$ cat src/rtl/periph_bus_master_if.sv
// Command, response and peripheral strobe signals of the
// peripheral bus initiator, bundled with master/slave views.
interface periph_bus_master_if #(
    parameter int DATA_WIDTH = 32
);
    logic                  cmdValid;
    logic                  cmdReady;
    logic                  cmdWrite;
    logic [DATA_WIDTH-1:0] cmdData;
    logic                  rspValid;
    logic                  rspReady;
    logic [DATA_WIDTH-1:0] rspData;
    logic                  rspTimeout;
    logic                  read;
    logic                  write;
    logic [DATA_WIDTH-1:0] dataOut;
    logic [DATA_WIDTH-1:0] dataIn;
    logic                  readValid;

    modport master (
        input  cmdValid,
        input  cmdWrite,
        input  cmdData,
        input  rspReady,
        input  dataIn,
        input  readValid,
        output cmdReady,
        output rspValid,
        output rspData,
        output rspTimeout,
        output read,
        output write,
        output dataOut
    );

    modport slave (
        output cmdValid,
        output cmdWrite,
        output cmdData,
        output rspReady,
        output dataIn,
        output readValid,
        input  cmdReady,
        input  rspValid,
        input  rspData,
        input  rspTimeout,
        input  read,
        input  write,
        input  dataOut
    );
endinterface

$ cat src/rtl/periph_bus_master.sv
// Single-outstanding initiator for the one-cycle read/write
// peripheral strobe bus, with a bounded wait for read data.
module periph_bus_master #(
    parameter int DATA_WIDTH     = 32,
    parameter int TIMEOUT_CYCLES = 16
) (
    input  logic                clk,
    input  logic                reset,
    periph_bus_master_if.master bus
);
    localparam int CW =
        (TIMEOUT_CYCLES > 1) ? $clog2(TIMEOUT_CYCLES) : 1;
    localparam logic [CW-1:0] LAST = CW'(TIMEOUT_CYCLES - 1);

    typedef enum logic [2:0] {
        IDLE,
        WSTB,
        RSTB,
        WAIT,
        RESP
    } state_t;

    state_t        state;
    logic [CW-1:0] wait_cnt;

    always_ff @(posedge clk) begin
        if (!reset) begin
            state          <= IDLE;
            wait_cnt       <= '0;
            bus.cmdReady   <= 1'b0;
            bus.read       <= 1'b0;
            bus.write      <= 1'b0;
            bus.rspValid   <= 1'b0;
            bus.rspTimeout <= 1'b0;
            bus.dataOut    <= {DATA_WIDTH{1'b0}};
            bus.rspData    <= {DATA_WIDTH{1'b0}};
        end else begin
            unique case (state)
                IDLE: begin
                    bus.cmdReady <= 1'b1;
                    if (bus.cmdReady && bus.cmdValid) begin
                        bus.cmdReady <= 1'b0;
                        if (bus.cmdWrite) begin
                            state       <= WSTB;
                            bus.write   <= 1'b1;
                            bus.dataOut <= bus.cmdData;
                        end else begin
                            state    <= RSTB;
                            bus.read <= 1'b1;
                        end
                    end
                end
                WSTB: begin
                    state          <= RESP;
                    bus.write      <= 1'b0;
                    bus.rspValid   <= 1'b1;
                    bus.rspTimeout <= 1'b0;
                    bus.rspData    <= {DATA_WIDTH{1'b0}};
                end
                RSTB: begin
                    state    <= WAIT;
                    bus.read <= 1'b0;
                    wait_cnt <= '0;
                end
                WAIT: begin
                    // data arriving on the last count still beats the timeout
                    if (bus.readValid) begin
                        state          <= RESP;
                        bus.rspValid   <= 1'b1;
                        bus.rspTimeout <= 1'b0;
                        bus.rspData    <= bus.dataIn;
                    end else if (wait_cnt == LAST) begin
                        state          <= RESP;
                        bus.rspValid   <= 1'b1;
                        bus.rspTimeout <= 1'b1;
                        bus.rspData    <= {DATA_WIDTH{1'b0}};
                    end else begin
                        wait_cnt <= wait_cnt + 1'b1;
                    end
                end
                RESP: begin
                    if (bus.rspReady) begin
                        state        <= IDLE;
                        bus.rspValid <= 1'b0;
                        bus.cmdReady <= 1'b1;
                    end
                end
                default: begin
                    state <= IDLE;
                end
            endcase
        end
    end
endmodule
$ cat src/flat_wrapper.sv
// flat-port wrapper written by rule: the top's interface ports become plain ports
module periph_bus_master_flat 
#(
    parameter int DATA_WIDTH     = 32,
    parameter int TIMEOUT_CYCLES = 16
)
  (clk, reset, bus_cmdValid, bus_cmdWrite, bus_cmdData, bus_rspReady, bus_dataIn, bus_readValid, bus_cmdReady, bus_rspValid, bus_rspData, bus_rspTimeout, bus_read, bus_write, bus_dataOut);
  periph_bus_master_if #(.DATA_WIDTH(DATA_WIDTH)) bus_i ();
  input  logic clk;
  input  logic reset;
  input wire logic [$bits(bus_i.cmdValid)-1:0] bus_cmdValid;
  input wire logic [$bits(bus_i.cmdWrite)-1:0] bus_cmdWrite;
  input wire logic [$bits(bus_i.cmdData)-1:0] bus_cmdData;
  input wire logic [$bits(bus_i.rspReady)-1:0] bus_rspReady;
  input wire logic [$bits(bus_i.dataIn)-1:0] bus_dataIn;
  input wire logic [$bits(bus_i.readValid)-1:0] bus_readValid;
  output wire logic [$bits(bus_i.cmdReady)-1:0] bus_cmdReady;
  output wire logic [$bits(bus_i.rspValid)-1:0] bus_rspValid;
  output wire logic [$bits(bus_i.rspData)-1:0] bus_rspData;
  output wire logic [$bits(bus_i.rspTimeout)-1:0] bus_rspTimeout;
  output wire logic [$bits(bus_i.read)-1:0] bus_read;
  output wire logic [$bits(bus_i.write)-1:0] bus_write;
  output wire logic [$bits(bus_i.dataOut)-1:0] bus_dataOut;
  assign bus_i.cmdValid = bus_cmdValid;
  assign bus_i.cmdWrite = bus_cmdWrite;
  assign bus_i.cmdData = bus_cmdData;
  assign bus_i.rspReady = bus_rspReady;
  assign bus_i.dataIn = bus_dataIn;
  assign bus_i.readValid = bus_readValid;
  assign bus_cmdReady = bus_i.cmdReady;
  assign bus_rspValid = bus_i.rspValid;
  assign bus_rspData = bus_i.rspData;
  assign bus_rspTimeout = bus_i.rspTimeout;
  assign bus_read = bus_i.read;
  assign bus_write = bus_i.write;
  assign bus_dataOut = bus_i.dataOut;
  periph_bus_master #(.DATA_WIDTH(DATA_WIDTH), .TIMEOUT_CYCLES(TIMEOUT_CYCLES)) u_core (.clk(clk), .reset(reset), .bus(bus_i));
endmodule
$ cat config.mk
export PLATFORM = sky130hd
export DESIGN_NAME = periph_bus_master_flat
export DESIGN_NICKNAME = d
export VERILOG_FILES = /design/src/rtl/periph_bus_master_if.sv /design/src/rtl/periph_bus_master.sv /design/src/flat_wrapper.sv
export SDC_FILE = /design/constraint.sdc
export NUM_CORES = 1
export LEC_CHECK = 0
export ABC_CLOCK_PERIOD_IN_PS = 2800
export BUFFER_PORTS_ARGS = -buffer_cell sky130_fd_sc_hd__buf_2
export CAP_MARGIN = 20
export CORE_ASPECT_RATIO = 0.7
export CORE_MARGIN = 5
export CORE_UTILIZATION = 49
export DETAILED_ROUTE_END_ITERATION = 12
export GPL_TIMING_DRIVEN = 0
export PLACE_DENSITY = 0.84
export SYNTH_ARGS = -nofsm -noshare
export SYNTH_HDL_FRONTEND = slang
export SYNTH_SLANG_ARGS = --single-unit
export TNS_END_PERCENT = 5
$ cat constraint.sdc
create_clock -name clk -period 2.8 [get_ports clk]
set_input_delay 0.28 -clock clk [delete_from_list [all_inputs] [get_ports clk]]
set_output_delay 0.28 -clock clk [all_outputs]
set_load 0.05 [all_outputs]
==> summary.txt <==
Critical path
  – Delay-heaviest family, CP: compound AO/OA/AOI/OAI gates
  – WP data arrival: about 2.1 ns
  – CP cell instances: ha_1, nand3_1, a21oi_2, nor2b_1, buf_2, buf_6, a22o_1
  – Critical Path RT: 3.02 ns
  – Highest-delay cell along the critical path: dfxtp_1
  – Crit Path Class: reg -> reg
  – Critical Path Fanout Max: 10
  – CP startpoint kind: flip-flop
  – Buf/Inv on CP: 2
  – CP Capture Type: flip-flop
  – CP max stage delay: approximately 0.4 ns

Clock tree
  – CTS buffer count: 9
  – Resized cells post-CTS: 0
  – H-tree levels: 3
  – Post-CTS setup buffer count: 0
  – Root Buffer: clkbuf_8
  – TritonCTS clock tree: built
  – Clock insertion delay at the later pin of the skew report: 0.33 ns
  – CTS Hold Bufs: 0
  – Reg clk slew, reported paths: approximately 0.07 ns
  – Clk buf depth: 2
  – CTS sink count: 76

Timing
  – Max-slew violations: 0
  – Final hold slack: about 0.15 ns
  – Final hold viol count: 0
  – RSZ-0062 raised after global routing: no
  – Max Fclk: between 0.5 and 0.6 GHz
  – Worst Max-Slew Pin Slew: 0.5206 ns
  – Sum Neg Setup Slack: 0 ns
  – # setup viols final: 0
  – Slew headroom: 0.6502
  – Period utilization: 0.6600
  – Min cycle time layout: roughly 1.8 ns
  – Max Clock Skew: 0.007128 ns

Place
  – Routability cong.: 0.8800
  – IO Port Bufs: ~140
  – DP HPWL: around 5600 µm
  – Placed Instances: between 400 and 500

Routing
  – Remaining DRCs: 0
  – Routed wire length: ~7300 µm
  – Routed Antenna Nets: 0
  – Pre-Repair DR Iteration Count: 4
  – Via Count: approximately 2600
  – 1st-iter DRT viols: 74
  – Wire per inst: roughly 14 µm
  – Via density: 5.028

GRT
  – GRT Max-Usage Layer: met2
  – Met2 Use GR: 0.3205
  – GR Layer Usage met3: 0.05278
  – Largest net degree at the start of global routing: 14
  – Number of global-route vias before repair: 2455
  – GRT Overall Usage: 0.1878
  – GRT met1 Usage: 0.2313
  – Total gr overflow: 0
  – Initial antenna violation count: 0
  – First-pass GRT wire length: between 10000 and 15000 µm

Worst hold path
  – Hold Crit Class: in -> reg

Floorplanning
  – Die X: 102.5 µm
  – Die area: 7660 µm²
  – Initial Util: 0.5098
  – Die Y: approximately 75 µm
  – Row count: 23
  – Io pins: approximately 140
  – Core area: approximately 5800 µm²

Logic synthesis
  – Syn Nets: between 300 and 400
  – Post-synthesis sequential area ratio: 0.5186
  – Yosys cell types: 37
  – Yosys reg bits: 76
  – Syn Inst Count: 280
  – Synth Warn #: 0
  – Syn Area/Cell: 10.48 µm²
  – Synthesized area: between 2000 and 3000 µm²

Layout
  – Commonest non-fill, non-tap cell in the layout: buf_2
  – Commonest non-fill, non-tap cells in the layout: buf_2 (144), dfxtp_1 (76), nand2_1 (68)
  – # nets final: between 400 and 500
  – Final std cells w/o fill: around 510
  – Layout cells sized above 1: 0.4734
  – Ant. Diodes: 0
  – Final core occ: 0.6785
  – P&R area growth vs syn: 33.09%
  – Filler Cell Count: 475

Power
  – VDD IR-drop max: 0.4866 mV
  – Final Power: about 2200 µW
  – Pwr dens: ~570 nW/µm²
  – Lkg Pwr: around 0.0018 µW

Run
  – Max-cap violations: 0

Run status
  – Status: finished, final reports clean
==> cells by family after synthesis <==
kind of cell | count (synthesis) | share of synthesized area
DFF | 76 | 0.5186
muxes | 1 | 0.003412
and+or+nand+nor | 94 | 0.1539
adders and majority gates | 1 | 0.004264
xor gates and xnor gates | 1 | 0.002986
AOI/OAI and AO/OA | 84 | 0.2665
buffers and inverters | 23 | 0.05032
==> path summary, 6_finish.rpt <==
| check | startpoint | to | slack (ns) | cells after the start |
|---|---|---|---|---|
| worst max-delay path | u_core.wait_cnt[0]$_SDFFE_PN0P_ | u_core.bus.rspData[19]$_SDFFE_PN0P_ | 0.95 | 7 |
| worst min-delay path | bus_dataIn[15] | u_core.bus.rspData[15]$_SDFFE_PN0P_ | 0.15 | 2 |
| worst max register to register | u_core.wait_cnt[0]$_SDFFE_PN0P_ | u_core.bus.rspData[19]$_SDFFE_PN0P_ | 0.95 | 7 |
| worst min register to register | u_core.bus.dataOut[10]$_SDFFE_PN0P_ | u_core.bus.dataOut[10]$_SDFFE_PN0P_ | 0.46 | 2 |
==> through the flow <==
| stage | setup WS [ns] | instance area, µm² |
|---|---|---|
| 2_1_floorplan | 1.130 | 2934 |
| 3_3_place_gp | 1.042 | 3714 |
| 3_5_place_dp | 1.005 | 3714 |
| 4_1_cts | 0.9703 | 3905 |
| 5_1_grt | 0.8339 | 3905 |
| 6_report | 0.9521 | 3905 |
==> metal layers <==
layer | vias up | share of wire | wire [µm]
met5 | - | 0 | 0
met1 | 1190 | 0.42 | 3055
met3 | 11 | 0.062 | 454
met4 | 0 | 0.015 | 111
met2 | 73 | 0.51 | 3700
li1 | 1280 | - | -
==> synth_stat cells (all sizes together) <==
cell type / instances / area share
dfxtp: 76 / 0.52
or2b: 1 / 0.0026
o31a: 1 / 0.0030
buf: 15 / 0.040
nand3b: 1 / 0.0068
nor4b: 2 / 0.011
o221a: 3 / 0.012
a211oi: 1 / 0.0026
nor3b: 1 / 0.0064
and3: 1 / 0.0021
a22o: 32 / 0.096
nand2b: 3 / 0.0090
o21ai: 3 / 0.0051
ha: 1 / 0.0043
o21a: 2 / 0.0051
a21boi: 33 / 0.12
o31ai: 1 / 0.0026
nand4b: 2 / 0.0060
o221ai: 1 / 0.0030
nor2: 7 / 0.0090
nand2: 68 / 0.087
a21oi: 4 / 0.0081
inv: 3 / 0.0038
a41oi: 1 / 0.0030
clkbuf: 5 / 0.0064
a31oi: 2 / 0.0043
mux2i: 1 / 0.0034
nand3: 4 / 0.0068
nor3: 3 / 0.0051
xor2: 1 / 0.0030
nor2b: 1 / 0.0021
==> state kept, by name (all words and copies together), names as in the netlist <==
name                   cells
u_core.wait_cnt            4
u_core.bus.rspData        32
u_core.state               3
u_core.bus.cmdReady        1
u_core.bus.rspTimeout      1
u_core.bus.rspValid        1
u_core.bus.write           1
u_core.bus.dataOut        32
u_core.bus.read            1
==> layout make-up <==
type	instances	area [µm²]	share of cell area
clock buffers	9	123.9	0.03172
multi-input cells	181	1265	0.3239
clock inverters	7	67.56	0.01730
well taps	75	93.84	0.02403
inverters	3	11.26	0.002884
flip-flops and latches	76	1521	0.3896
plain buffers	20	136.4	0.03492
repair buffers	137	685.7	0.1756
==> report_power, final <==
| part | internal, µW | switching [µW] |
|---|---|---|
| Sequential | 1110 | 18.5 |
| Clock | 406 | 388 |
| Combinational | 116 | 198 |
Note: power is estimated with default switching activity, not from simulation.
